## config.mk

```make
export PLATFORM = sky130hd
export DESIGN_NAME = commit_trace_buffer
export DESIGN_NICKNAME = d
export VERILOG_FILES = /design/src/rtl/commit_trace_buffer.sv
export SDC_FILE = /design/constraint.sdc
export NUM_CORES = 2
export LEC_CHECK = 0
export CORE_MARGIN = 2
export CORE_UTILIZATION = 40
export DETAILED_ROUTE_END_ITERATION = 10
export HOLD_SLACK_MARGIN = 0.03
export PLACE_DENSITY_LB_ADDON = 0.12
export SLEW_MARGIN = 25
export SYNTH_ARGS = -nofsm -noshare
export SYNTH_HDL_FRONTEND = slang
export SYNTH_SLANG_ARGS = --single-unit
export TNS_END_PERCENT = 30
```

## constraint.sdc

```tcl
create_clock -name clk_i -period 7.9 [get_ports clk_i]
set_input_delay 1.58 -clock clk_i [delete_from_list [all_inputs] [get_ports clk_i]]
set_output_delay 1.58 -clock clk_i [all_outputs]
set_load 0.01 [all_outputs]
```

## src/rtl/commit_trace_buffer.sv

```systemverilog
// -----------------------------------------------------------------------------
// commit_trace_buffer
//
// Captures up to two retired instructions per cycle from a dual-issue commit
// stage and queues them as trace records for an external consumer using a
// valid/ready handshake. A cycle's commits are either all accepted or all
// dropped. Dropped commits still consume sequence numbers, bump a saturating
// drop counter, and flag the next accepted record as "lost".
//
// Ports
//   clk_i, rst_ni          clock, asynchronous active-low reset
//   enable_i               capture enable (0 = commits are ignored, not dropped)
//   commit_ack_i[1:0]      per-port commit valid, port 0 is the older one
//   commit_pc_i            {port1, port0} 64-bit PCs
//   commit_instr_i         {port1, port0} 32-bit instruction words
//   commit_rd_i            {port1, port0} 5-bit destination registers
//   commit_wdata_i         {port1, port0} 64-bit write-back data
//   commit_we_i[1:0]       per-port register write flag
//   priv_lvl_i[1:0]        privilege level shared by both ports
//   exception_valid_i      exception on port 0 this cycle
//   exception_cause_i      exception cause
//   trace_valid_o          head record valid
//   trace_ready_i          consumer accepts head record
//   trace_*_o              head record fields (zero while no record is held)
//   drop_cnt_o             saturating count of dropped records
// -----------------------------------------------------------------------------
module commit_trace_buffer #(
  parameter int DEPTH = 8
) (
  input  logic         clk_i,
  input  logic         rst_ni,
  input  logic         enable_i,
  input  logic [1:0]   commit_ack_i,
  input  logic [127:0] commit_pc_i,
  input  logic [63:0]  commit_instr_i,
  input  logic [9:0]   commit_rd_i,
  input  logic [127:0] commit_wdata_i,
  input  logic [1:0]   commit_we_i,
  input  logic [1:0]   priv_lvl_i,
  input  logic         exception_valid_i,
  input  logic [63:0]  exception_cause_i,
  output logic         trace_valid_o,
  input  logic         trace_ready_i,
  output logic [63:0]  trace_pc_o,
  output logic [31:0]  trace_instr_o,
  output logic [4:0]   trace_rd_o,
  output logic [63:0]  trace_wdata_o,
  output logic         trace_we_o,
  output logic [1:0]   trace_priv_o,
  output logic         trace_exc_o,
  output logic [63:0]  trace_cause_o,
  output logic [15:0]  trace_seq_o,
  output logic         trace_lost_o,
  output logic [31:0]  drop_cnt_o
);

  localparam int AW = $clog2(DEPTH);
  localparam logic [AW:0] DEPTH_W = (AW+1)'(DEPTH);

  typedef struct packed {
    logic [63:0] pc;
    logic [31:0] instr;
    logic [4:0]  rd;
    logic [63:0] wdata;
    logic        we;
    logic [1:0]  priv;
    logic        exc;
    logic [63:0] cause;
    logic [15:0] seq;
    logic        lost;
  } rec_t;

  // Saturating add of this cycle's dropped-candidate count.
  function automatic logic [31:0] sat_add32(input logic [31:0] a, input logic [1:0] b);
    logic [32:0] s;
    s = {1'b0, a} + 33'(b);
    return s[32] ? 32'hFFFF_FFFF : s[31:0];
  endfunction

  // Storage (data only, never reset: validity is tracked by count_q).
  rec_t mem_q [DEPTH];

  // Control state
  logic [AW-1:0] wr_ptr_q, wr_ptr_d;
  logic [AW-1:0] rd_ptr_q, rd_ptr_d;
  logic [AW:0]   count_q,  count_d;
  logic [15:0]   seq_q,    seq_d;
  logic          lost_q,   lost_d;
  logic [31:0]   drop_cnt_q, drop_cnt_d;

  // Per-cycle capture decode
  logic          cand0, cand1;
  logic [1:0]    n_cand;
  logic [AW:0]   free_slots;
  logic          push, drop, pop;
  logic          wr0_en, wr1_en;
  logic [AW-1:0] wr0_idx, wr1_idx;
  rec_t          rec_p0, rec_p1, rec0, rec1;
  rec_t          head;

  always_comb begin
    cand0 = enable_i & commit_ack_i[0];
    cand1 = enable_i & commit_ack_i[1];
    n_cand = {1'b0, cand0} + {1'b0, cand1};

    // Room is judged on start-of-cycle occupancy; a concurrent pop does not help.
    free_slots = DEPTH_W - count_q;
    push = (n_cand != 2'd0) && (free_slots >= (AW+1)'(n_cand));
    drop = (n_cand != 2'd0) && !push;
    pop  = (count_q != '0) && trace_ready_i;

    // Candidate records built straight from the commit ports.
    rec_p0.pc    = commit_pc_i[63:0];
    rec_p0.instr = commit_instr_i[31:0];
    rec_p0.rd    = commit_rd_i[4:0];
    rec_p0.wdata = commit_wdata_i[63:0];
    rec_p0.we    = commit_we_i[0];
    rec_p0.priv  = priv_lvl_i;
    rec_p0.exc   = exception_valid_i;
    rec_p0.cause = exception_valid_i ? exception_cause_i : 64'd0;
    rec_p0.seq   = seq_q;
    rec_p0.lost  = lost_q;

    rec_p1.pc    = commit_pc_i[127:64];
    rec_p1.instr = commit_instr_i[63:32];
    rec_p1.rd    = commit_rd_i[9:5];
    rec_p1.wdata = commit_wdata_i[127:64];
    rec_p1.we    = commit_we_i[1];
    rec_p1.priv  = priv_lvl_i;
    rec_p1.exc   = 1'b0;
    rec_p1.cause = 64'd0;
    rec_p1.seq   = seq_q;
    rec_p1.lost  = lost_q;

    // Slot 0 takes the oldest candidate; slot 1 is only used for a dual
    // commit, where port 1 follows port 0 and inherits neither lost nor seq.
    rec0 = cand0 ? rec_p0 : rec_p1;
    rec1 = rec_p1;
    rec1.seq  = seq_q + 16'd1;
    rec1.lost = 1'b0;

    wr0_en  = push;
    wr1_en  = push && cand0 && cand1;
    wr0_idx = wr_ptr_q;
    wr1_idx = wr_ptr_q + AW'(1);

    wr_ptr_d = push ? (wr_ptr_q + AW'(n_cand)) : wr_ptr_q;
    rd_ptr_d = pop ? (rd_ptr_q + AW'(1)) : rd_ptr_q;
    count_d  = count_q + (push ? (AW+1)'(n_cand) : '0) - (pop ? (AW+1)'(1) : '0);

    // Every candidate consumes a sequence number, written or dropped.
    seq_d = seq_q + 16'(n_cand);

    lost_d = lost_q;
    if (drop)      lost_d = 1'b1;
    else if (push) lost_d = 1'b0;

    drop_cnt_d = drop ? sat_add32(drop_cnt_q, n_cand) : drop_cnt_q;
  end

  always_ff @(posedge clk_i or negedge rst_ni) begin
    if (!rst_ni) begin
      wr_ptr_q   <= '0;
      rd_ptr_q   <= '0;
      count_q    <= '0;
      seq_q      <= '0;
      lost_q     <= 1'b0;
      drop_cnt_q <= '0;
    end else begin
      wr_ptr_q   <= wr_ptr_d;
      rd_ptr_q   <= rd_ptr_d;
      count_q    <= count_d;
      seq_q      <= seq_d;
      lost_q     <= lost_d;
      drop_cnt_q <= drop_cnt_d;
    end
  end

  always_ff @(posedge clk_i) begin
    if (wr0_en) mem_q[wr0_idx] <= rec0;
    if (wr1_en) mem_q[wr1_idx] <= rec1;
  end

  // Head read port. Fields are forced to zero while empty so that reset
  // (which empties the FIFO asynchronously) also clears every data output.
  always_comb begin
    head = mem_q[rd_ptr_q];
    trace_valid_o = (count_q != '0);
    if (!trace_valid_o) head = '0;
    trace_pc_o    = head.pc;
    trace_instr_o = head.instr;
    trace_rd_o    = head.rd;
    trace_wdata_o = head.wdata;
    trace_we_o    = head.we;
    trace_priv_o  = head.priv;
    trace_exc_o   = head.exc;
    trace_cause_o = head.cause;
    trace_seq_o   = head.seq;
    trace_lost_o  = head.lost;
    drop_cnt_o    = drop_cnt_q;
  end

endmodule

```

# Word level (Yosys, flattened, before mapping)

Memory sizes are Yosys's and may differ from the RTL's.
Index checks and enable logic that the tools add are counted.
W data, S select, Z words.

Add/sub/neg operators: 10
Multiplexer cells: 12
Reduce and logical (&&, ||, !) cells: 9
Bitwise operators: 2
Magnitude comparators: 1

Operator list:

| operator                | number |
|---|---|
| $mux W250               | 2 |
| $mux W64                | 1 |
| $add A32 B2 Y33         | 1 |
| $mux W32                | 1 |
| $add A16 B1 Y16 const B | 1 |
| $add A16 B2 Y16         | 1 |
| $mux W1                 | 7 |
| $add A3 B1 Y3 const B   | 2 |
| $logic_and A1 B1 Y1     | 5 |
| $add A4 B2 Y4           | 1 |
| $ge A4 B2 Y1            | 1 |
| $reduce_bool A2 Y1      | 2 |
| $reduce_bool A4 Y1      | 1 |
| $sub A4 B1 Y4           | 1 |
| $sub A4 B4 Y4 const A   | 1 |
| $add A3 B2 Y3           | 1 |
| $add A1 B1 Y2           | 1 |
| $and A1 B1 Y1           | 2 |
| $mux W2                 | 1 |
| $logic_not A1 Y1        | 1 |

Output and inout port bits: 283
Input port bits: 405
Logic and storage cells: 41
Memories kept: 1
Register bits after elaboration: 59
RAM bits: 2000

Memory list:

| name  | depth | bits a word | read ports | clocked after memory_dff | write ports | line | text |
|---|---|---|---|---|---|---|---|
| mem_q | 8     | 250         | 1          | 0                        | 2           | 81   | `rec_t mem_q [DEPTH];` |

# Logic depth before layout (Yosys ltp)

Depth after elaboration: 8
Mapped depth: 17
Mapped depth without buffers: 14

# Worst setup path before layout

OpenSTA, ideal clock, no wires.

Path kind: input to register
Start: in commit_ack_i[0]
End: mem mem_q[3][100] in the netlist's numbering, enable pin
Data required time: 7.364 ns
Arrival: 7.463 ns
Buffers on the path: 5
Setup time: 0.536 ns
Stages on the path: 13
Path slack: -0.100 ns
Cells stage by stage: and2_1 clkbuf_1 clkbuf_1 ha_1 inv_1 ha_1 a211oi_4 buf_6 a21oi_2 nor2_2 buf_4 buf_2 inv_1

RTL lines:

| item            | line | text |
|---|---|---|
| start, declared | 33   | `input logic [1:0] commit_ack_i,` |
| end, declared   | 81   |  |

==> flow_summary.toml <==
[grt]
grt_start_max_net_pins = 119
grt_antenna_before_repair = 59
overflow = 0
wire_length_of_the_first_global_routing_pass_microns = 481000
number_of_global_route_vias_before_repair = 66900
grt_use_total_pct = 26.9

[sta]
hold_violations = 0
whs_ns = 0.456
grt_setup_unrepaired = "no"
report.final.slew_viol_count = 0
period_share_pct = 79.9
timing.clock.skew_ns = 0.0756
max_slew.worst_pin.slew_ns = 1.13
maxClockFrequency_mhz = 158
slew-limit-headroom_pct = 24.4
report.final.setup_viol = 0
fin_tns_setup_ns = 0
period_needed_ns = 6.31

[place]
numPlacedInstances = 9813
portBuffers = 687
gp_routability_congestion = 0.791
post-dp-hpwl_microns = 185000
placed_area_sq_um = 105000

[clock_network]
clockBufferDepth = 3
h_tree_levels = 4
cts.hold.buffers_added = 0
clk_pin_slew_worst_paths_ns = 0.06
cts.root.buffer_cell = "sky130_fd_sc_hd__clkbuf_16"
cts_tree = "yes"
postCtsSetupRepairBufs = 0
tritoncts.num_buffers = 225
worstSkewPairLatency_ns = 0.90
tritoncts_num_sinks = 2059
postCtsResizedCells = 0

[synthesis]
synth_area_leader_cell = "sky130_fd_sc_hd__edfxtp_1"
synthArstFlopShare_pct = 2.87
synth_warnings = 0
synth_flop_cell = "sky130_fd_sc_hd__edfxtp_1"
synth-seq-cells = 2059
synth-edff-count = 1472
synthCells = 6620
seq_area_frac_synth_pct = 58.9
netlist-cell-type-count = 55
avgSynthCellArea_sq_um = 14.4
mappedNetlistArea_sq_um = 95400
yosysTopAreaCellShare_pct = 46.3
synth_fp_nets = 7048
synth.area.top_cells = "sky130_fd_sc_hd__edfxtp_1, sky130_fd_sc_hd__o2bb2ai_1, sky130_fd_sc_hd__mux4_2"

[route]
route.detailed.vias_per_inst = 6.35
final_wirelength_microns = 335000
drt_drc_violations_left = 0
detailroute.via_count = 65100
detail-route-antenna-nets = 0
drt_first_iter_violations = 6464
drt-wirelength-per-cell_microns = 32.6
drtPass1Iterations = 6

[worst_setup_path]
critical_path.endpoint_type = "flop"
required_ns = 8.32
crit_path_start_kind = "input pin"
timing.critical_path.arrival_ns = 6.73
timing.setup.critical_path_class = "in2reg"
worst_path_dominant_cell_family = "buffers and inverters"
slowest_stage = "sky130_fd_sc_hd__nor2_4"
critPathMaxFanout = 79
crit_buf_inv = 5
crit_path_frequent_cell = "sky130_fd_sc_hd__ha_1"
worstPathCellList = "clkdlybuf4s50_1 -> and2_4 -> inv_1 -> ha_1 -> ha_1 -> nand2b_1 -> a211oi_4 -> buf_4 -> a21oi_1 -> nor2_4 -> inv_8 -> buf_12"
slowest_delay_ns = 0.76

[floorplan]
initial_utilization_pct = 40.2
design.core.area_sq_um = 238000
die_area_sq_um = 243000
ios = 688
die_w_microns = 492
die_h_microns = 492
rows = 179

[layout]
final-instance-count-excl-fill = 10300
final_layout_size_suffix_gt1_share_pct = 14.8
layout.filler_cells = 20800
post-route-util_pct = 47.3
layout.cell_area.non_filler_sq_um = 112000
multi_input_area_sq_um = 35700
syn_to_final_growth_pct = 17.7
layout_commonest_cell = "sky130_fd_sc_hd__o2bb2ai_1"
final-seq-area_sq_um = 56300
layout_common_cells = "sky130_fd_sc_hd__o2bb2ai_1, sky130_fd_sc_hd__edfxtp_1, sky130_fd_sc_hd__clkdlybuf4s50_1"
nNetsFinal = 7302

[power]
leakage_nw = 34.9
ir_drop_v = 0.000274
power.density_cell_area_nw_per_um2 = 372

[job]
maxCapViolCount = 0

[worst_hold_path]
hold_path_class = "reg2reg"

[status]
status = "finished, final reports clean"
-- per-layer routing --
metal  global-route usage (%)  wire length (microns)  up-vias
li1                         -                      -    27400
met1                     36.8                 140000    34200
met2                     43.6                 160000     2940
met3                     4.56                  24700      532
met4                     8.80                   9800       34
met5                        0                    215        -
-- power by group --
group / internal (W) / switching [W] / total (W)
registers: 0.0142 / 0.00102 / 0.0152
logic: 0.00698 / 0.00921 / 0.0162
clock network: 0.00586 / 0.00455 / 0.0104
total: 0.0271 / 0.0148 / 0.0418
-- worst register-to-register path, delay by kind of cell (launching register included) --
kind	cells	cell delay (ns)
flip-flops	1	0.39
adder cells (fa/ha/maj)	2	0.66
AO/OA/AOI/OAI	2	0.93
AND/OR/NAND/NOR	1	0.76
buffers and inverters	4	1.48
-- Yosys cell counts, types with 8 or more instances --
cell type,n
sky130_fd_sc_hd__nor3_1,10
sky130_fd_sc_hd__o21ai_0,122
sky130_fd_sc_hd__nand3_1,29
sky130_fd_sc_hd__mux2_2,11
sky130_fd_sc_hd__and3_1,8
sky130_fd_sc_hd__and4_1,8
sky130_fd_sc_hd__ha_1,19
sky130_fd_sc_hd__xor2_1,26
sky130_fd_sc_hd__clkbuf_1,242
sky130_fd_sc_hd__a22o_1,16
sky130_fd_sc_hd__a21oi_1,42
sky130_fd_sc_hd__buf_2,336
sky130_fd_sc_hd__nor2b_1,21
sky130_fd_sc_hd__nor2_1,271
sky130_fd_sc_hd__a21o_1,27
sky130_fd_sc_hd__mux2i_1,251
sky130_fd_sc_hd__mux4_2,500
sky130_fd_sc_hd__dfrtp_1,59
sky130_fd_sc_hd__edfxtp_1,1472
sky130_fd_sc_hd__buf_1,227
sky130_fd_sc_hd__xnor2_1,23
sky130_fd_sc_hd__o2bb2ai_1,1840
sky130_fd_sc_hd__inv_1,33
sky130_fd_sc_hd__nand4_1,26
sky130_fd_sc_hd__nand2_1,399
sky130_fd_sc_hd__dfxtp_1,528
sky130_fd_sc_hd__buf_4,12
-- final timing paths --
check / start / to / slack, ns / depth (start not counted)
worst max-delay path: enable_i / mem_q[2][211] / 1.59 / 12
worst min-delay path: mem_q[7][62] / mem_q[7][62] / 0.46 / 1
worst max register to register: count_q[0] / mem_q[2][211] / 3.03 / 9
worst min register to register: mem_q[7][62] / mem_q[7][62] / 0.46 / 1
max in group asynchronous: rst_ni / rd_ptr_q[0] / 6.36 / 2
min in group asynchronous: rst_ni / seq_q[9] / 0.87 / 2
-- flip-flops by register name, indices dropped and copies added, names as in the netlist --
register    cells
mem_q        2000
drop_cnt_o     32
seq_q          16
count_q         4
rd_ptr_q        3
wr0_idx         3
lost_q          1
-- cell type report --
type	instances	share of cell area, %
clock buffers	315	5.71
multi-input cells	3708	31.8
inverters	34	0.157
well taps	3167	3.53
diodes	29	0.0646
repair buffers	846	7.91
flip-flops and latches	2059	50.1
clock inverters	100	0.755
-- cells by family (layout without fill, tap and decap cells) --
logic type                 Yosys count  count (layout)  share of synthesized area [%]
AOI/OAI and AO/OA                 2063            2063                           18.3
and+or+nand+nor                    811             811                           3.60
adders and majority gates           23              23                          0.333
DFF                               2059            2059                           58.9
muxes                              762             762                           14.6
buffers and inverters              853            1295                           3.85
other                                0              29                              0
xor gates and xnor gates            49              49                          0.450
-- metrics by stage --
step           worst slack, ns  total power [W]
6_report                  1.59           0.0418
5_1_grt                   1.52           0.0434
4_1_cts                   1.85           0.0421
3_5_place_dp              1.04           0.0317
3_3_place_gp              1.12           0.0315
2_1_floorplan          -0.0842           0.0247
Power figures use the tool's default switching activity.
